### src/rtl/pm_loader.sv
// Fills program memory from a framed byte stream (SYNC, LEN_H, LEN_L, N x {lo,hi}, CHK) and holds the core in reset while loading.
// Write pulse lands one cycle after the high byte is accepted; o_rx_ready drops during WRITE and DONE so the sender holds its byte.
module pm_loader #(
  parameter logic [7:0]  SYNC_BYTE = 8'hA5,
  parameter logic [15:0] MAX_WORDS = 16'd4096,
  parameter logic [15:0] BASE_ADDR = 16'h0000
) (
  input  logic        i_clk,
  input  logic        i_reset,
  input  logic [7:0]  i_rx_data,
  input  logic        i_rx_valid,
  output logic        o_rx_ready,
  output logic        o_PMWE,
  output logic [15:0] o_PMADDR,
  output logic [15:0] o_PMWDATA,
  output logic        o_core_reset,
  output logic        o_busy,
  output logic        o_done,
  output logic        o_error
);

  typedef enum logic [3:0] {
    S_IDLE, S_LEN_H, S_LEN_L, S_DATA_L, S_DATA_H, S_WRITE, S_CHECK, S_DONE, S_ERROR
  } state_t;

  state_t      state, state_nx;
  logic        acc;
  logic        is_sync;
  logic [15:0] len, cnt, addr;
  logic [15:0] len_full, cnt_inc;
  logic [7:0]  lo_byte, chk;

  assign acc      = i_rx_valid && o_rx_ready;
  assign is_sync  = (i_rx_data == SYNC_BYTE);
  assign len_full = {len[15:8], i_rx_data};
  assign cnt_inc  = cnt + 16'd1;

  always_ff @(posedge i_clk) begin
    if (i_reset) state <= S_IDLE;
    else         state <= state_nx;
  end

  always_comb begin
    state_nx   = state;
    o_rx_ready = 1'b1;
    o_PMWE     = 1'b0;
    o_busy     = 1'b1;
    o_done     = 1'b0;
    o_error    = 1'b0;
    case (state)
      S_IDLE: begin
        o_busy = 1'b0;
        if (acc && is_sync) state_nx = S_LEN_H;
      end
      S_LEN_H:  if (acc) state_nx = S_LEN_L;
      S_LEN_L: begin
        if (acc) begin
          if (len_full > MAX_WORDS)  state_nx = S_ERROR;
          else if (len_full == 16'd0) state_nx = S_CHECK;
          else                        state_nx = S_DATA_L;
        end
      end
      S_DATA_L: if (acc) state_nx = S_DATA_H;
      S_DATA_H: if (acc) state_nx = S_WRITE;
      S_WRITE: begin
        o_rx_ready = 1'b0;
        o_PMWE     = 1'b1;
        state_nx   = (cnt_inc == len) ? S_CHECK : S_DATA_L;
      end
      S_CHECK: begin
        if (acc) state_nx = (i_rx_data == chk) ? S_DONE : S_ERROR;
      end
      S_DONE: begin
        o_rx_ready = 1'b0;
        o_done     = 1'b1;
        state_nx   = S_IDLE;
      end
      S_ERROR: begin
        o_busy  = 1'b0;
        o_error = 1'b1;
        if (acc && is_sync) state_nx = S_LEN_H;
      end
      default: state_nx = S_IDLE;
    endcase
  end

  // Address/data are captured with the high byte so the write cycle drives registered values.
  always_ff @(posedge i_clk) begin
    if (i_reset) begin
      len          <= 16'd0;
      cnt          <= 16'd0;
      addr         <= BASE_ADDR;
      lo_byte      <= 8'd0;
      chk          <= 8'd0;
      o_PMADDR     <= BASE_ADDR;
      o_PMWDATA    <= 16'd0;
      o_core_reset <= 1'b0;
    end else begin
      case (state)
        S_IDLE, S_ERROR: begin
          if (acc && is_sync) begin
            cnt          <= 16'd0;
            chk          <= 8'd0;
            addr         <= BASE_ADDR;
            o_core_reset <= 1'b1;
          end
        end
        S_LEN_H: if (acc) len[15:8] <= i_rx_data;
        S_LEN_L: if (acc) len[7:0]  <= i_rx_data;
        S_DATA_L: begin
          if (acc) begin
            lo_byte <= i_rx_data;
            chk     <= chk + i_rx_data;
          end
        end
        S_DATA_H: begin
          if (acc) begin
            chk       <= chk + i_rx_data;
            o_PMADDR  <= addr;
            o_PMWDATA <= {i_rx_data, lo_byte};
          end
        end
        S_WRITE: begin
          addr <= addr + 16'd1;
          cnt  <= cnt_inc;
        end
        S_CHECK: if (acc && i_rx_data == chk) o_core_reset <= 1'b0;
        default: ;
      endcase
    end
  end

endmodule

### config.mk
export PLATFORM = sky130hd
export DESIGN_NAME = pm_loader
export DESIGN_NICKNAME = d
export VERILOG_FILES = /design/src/rtl/pm_loader.sv
export SDC_FILE = /design/constraint.sdc
export NUM_CORES = 1
export LEC_CHECK = 0
export CAP_MARGIN = 20
export CELL_PAD_IN_SITES_DETAIL_PLACEMENT = 1
export CELL_PAD_IN_SITES_GLOBAL_PLACEMENT = 2
export CORE_MARGIN = 10
export CORE_UTILIZATION = 31
export CTS_CLUSTER_DIAMETER = 50
export CTS_CLUSTER_SIZE = 40
export DETAILED_ROUTE_END_ITERATION = 7
export PLACE_DENSITY = 0.74
export RECOVER_POWER = 100
export SETUP_SLACK_MARGIN = 0.4
export SYNTH_ARGS = -nofsm -noshare
export SYNTH_HDL_FRONTEND = slang
export SYNTH_SLANG_ARGS = --single-unit
### constraint.sdc
create_clock -name i_clk -period 4.8 [get_ports i_clk]
set_input_delay 1.2 -clock i_clk [delete_from_list [all_inputs] [get_ports i_clk]]
set_output_delay 1.2 -clock i_clk [all_outputs]
set_load 0.03 [all_outputs]
==> impl_metrics.py <==
metrics = {
    "routing": {
        "routed_wl_mm": 15.22,
        "met3_wirelength_um": 551,
        "wl_met2_mm": 7.236,
        "post-route-drc-count": 0,
        "drt-met1-wl_mm": 7.159,
        "drt_iter0_markers": 250,
        "vias_per_cell": 5.246,
        "ant_nets": 0,
        "top_layer_used": "met4",
        "wire_per_inst_um": 17.16,
        "dr.pass1.iters": 4,
        "vias": 4653,
    },
    "grt": {
        "grt_pass1_wl_mm": 25.22,
        "antenna_found_initial": 0,
        "grt_overflow_total": 0,
        "grt_pass1_vias": 4688,
        "grt_max_degree": 109,
        "gr-usage-all-layers_pct": 13.93,
    },
    "synth": {
        "yosysSeqAreaShare_pct": 39.68,
        "synthFlopType": "dfxtp_1",
        "avgSynthCellArea_um2": 7.877,
        "syn_area_um2": 5096,
        "synthDistinctLibCells": 57,
        "ys_ff_latch": 101,
        "synth_edf_count": 0,
        "synth_warnings": 0,
        "synth_fp_nets": 668,
        "syn_inst": 647,
        "synthArstFlopShare_pct": 0,
    },
    "clocking": {
        "cts_buffer_depth": 2,
        "path_clk_slew_ns": 0.07,
        "post_cts_resized": 0,
        "root_buffer": "clkbuf_16",
        "cts_sinks": 101,
        "tritoncts": "done",
        "cts_hold_buffers": 0,
        "cts_buffers": 9,
        "clk_latency_ns": 0.35,
        "cts_max_level": 3,
        "post_cts_buffers": 0,
    },
    "cells_and_area": {
        "final_common_cell": "nand2_1",
        "drive_above_1_share_pct": 4.024,
        "layout.nets": 688,
        "syn_to_final_growth_pct": 17.82,
        "final_cell_mix": "nand2_1 (105), dfxtp_1 (101), nor2_1 (72)",
        "fillers": 1970,
        "utilization_pct": 37.53,
        "num_antenna_cells": 0,
    },
    "floorplanning": {
        "io_pins": 49,
        "dieArea_um2": 21970,
        "die_x_um": 148.2,
        "core_area_um2": 16000,
        "die_h_um": 148.2,
        "rows": 46,
        "start_util_pct": 31.85,
    },
    "timing": {
        "fin_hold_ws_ns": 0.4545,
        "relSlewSlack_pct": -0.5039,
        "period_needed_ns": 3.987,
        "rsz0062_at_grt": "no",
        "hold_viol_final": 0,
        "fmax_mhz": 250.8,
        "slew_violations": 33,
        "clock_skew_ns": 0.008317,
        "worstMarginPinSlew_ns": 1.508,
        "finalSetupViolations": 0,
        "tns_ns": 0,
        "fin_crit_sh_pct": 83.05,
    },
    "critical_path": {
        "critPathMaxFanout": 18,
        "critical_path_class": "in -> reg",
        "arrival_ns": 4.27,
        "endpoint_kind": "register",
        "start_kind": "input pin",
        "cp_data_required_time_ns": 5.09,
    },
    "placement": {
        "dp_hpwl_mm": 10.89,
        "numPortBuffers": 48,
        "place_congestion": 0.8200,
    },
    "power": {
        "ir_drop_v": 0.0001530,
        "power_w": 0.001694,
        "power_per_cell_area_nw_per_um2": 282.1,
        "p_leak_nw": 2.227,
    },
    "job": {
        "cap_violations": 1,
    },
    "run_status": {
        "violations": "max-capacitance violations, max-slew violations",
        "outcome": "finished, violations left",
    },
    "min_path": {
        "worstHoldPathType": "reg -> reg",
    },
}
[stage by stage]
stage	cells	cell area (um2)	worst slack (ns)
2_1_floorplan	647	5096	1.978
3_3_place_gp	871	5705	0.9327
3_5_place_dp	871	5705	0.8991
4_1_cts	886	6020	1.270
5_1_grt	887	6005	0.5837
6_report	887	6005	0.8134
[cell type report]
type                            instances  area, um2  share of cell area, %
Clock buffer                           10      229.0                  3.813
Clock inverter                          5      85.08                  1.417
Inverter                                8      30.03                 0.5001
Multi-Input combinational cell        492       2825                  47.05
Sequential cell                       101       2022                  33.67
Tap cell                              216      270.3                  4.501
Timing Repair Buffer                   55      543.0                  9.044
[critical path: stages]
cell and delay [ns]:
dlygate4sd3_1 0.66, nor4_1 0.56, and4_1 0.49, a31oi_1 0.32
or4b_1 0.64, or3_1 0.32, nand3_1 0.08
[registers in the layout, summed over array words and instances, names as in the netlist]
| register | cells |
|---|---|
| addr | 16 |
| chk | 8 |
| cnt | 16 |
| len | 16 |
| lo_byte | 8 |
| o_PMADDR | 16 |
| o_PMWDATA | 16 |
| o_core_reset | 1 |
| state | 4 |
[worst paths after layout]
path	from	cells after the start	to	slack, ns
setup / recovery	i_rx_data[6]	7	chk[6]	0.81
hold / removal	o_PMADDR[4]	2	o_PMADDR[4]	0.45
setup reg to reg	state[0]	6	chk[6]	1.68
hold reg to reg	o_PMADDR[4]	2	o_PMADDR[4]	0.45
[cells in the mapped netlist, types with 7 or more instances]
| cell type | n | area (um2) |
|---|---|---|
| nand2_1 | 105 | 394.1 |
| dfxtp_1 | 101 | 2022 |
| nor2_1 | 72 | 270.3 |
| a21oi_1 | 66 | 330.3 |
| clkbuf_1 | 41 | 153.9 |
| nand3_1 | 28 | 140.1 |
| o21ai_0 | 24 | 120.1 |
| mux2i_1 | 22 | 220.2 |
| nor3_1 | 18 | 90.09 |
| xnor2_1 | 17 | 148.9 |
| nor4_1 | 11 | 68.82 |
| xor2_1 | 11 | 96.34 |
| a311oi_1 | 9 | 78.83 |
| and3_1 | 9 | 56.30 |
| ha_1 | 9 | 112.6 |
| inv_1 | 8 | 30.03 |
| nor2b_1 | 7 | 43.79 |
| or4_1 | 7 | 52.55 |
[report_power, final]
group	leakage [nW]	switching (W)	internal [W]
clock	0.154	0.000334	0.000459
combinational	1.26	0.0000388	0.0000210
sequential	0.813	0.00000266	0.000838
total	2.23	0.000376	0.00132
[cell families (layout without fill, tap and decap cells)]
family,count (synthesis),after routing,synth area share (%)
and+or+nand+nor,295,295,27.69
DFF,101,101,39.68
xor gates and xnor gates,28,28,4.812
buffers and inverters,54,78,4.198
adders and majority gates,10,10,2.603
AOI/OAI and AO/OA,135,135,16.25
muxes,24,24,4.763
[layer usage]
| metal | vias up | track usage, % |
|---|---|---|
| li1 | 2300 | - |
| met1 | 2290 | 17.85 |
| met2 | 47 | 22.22 |
| met3 | 16 | 3.307 |
| met4 | 0 | 5.104 |
| met5 | - | 0 |
Note: power is estimated with default switching activity, not from simulation.
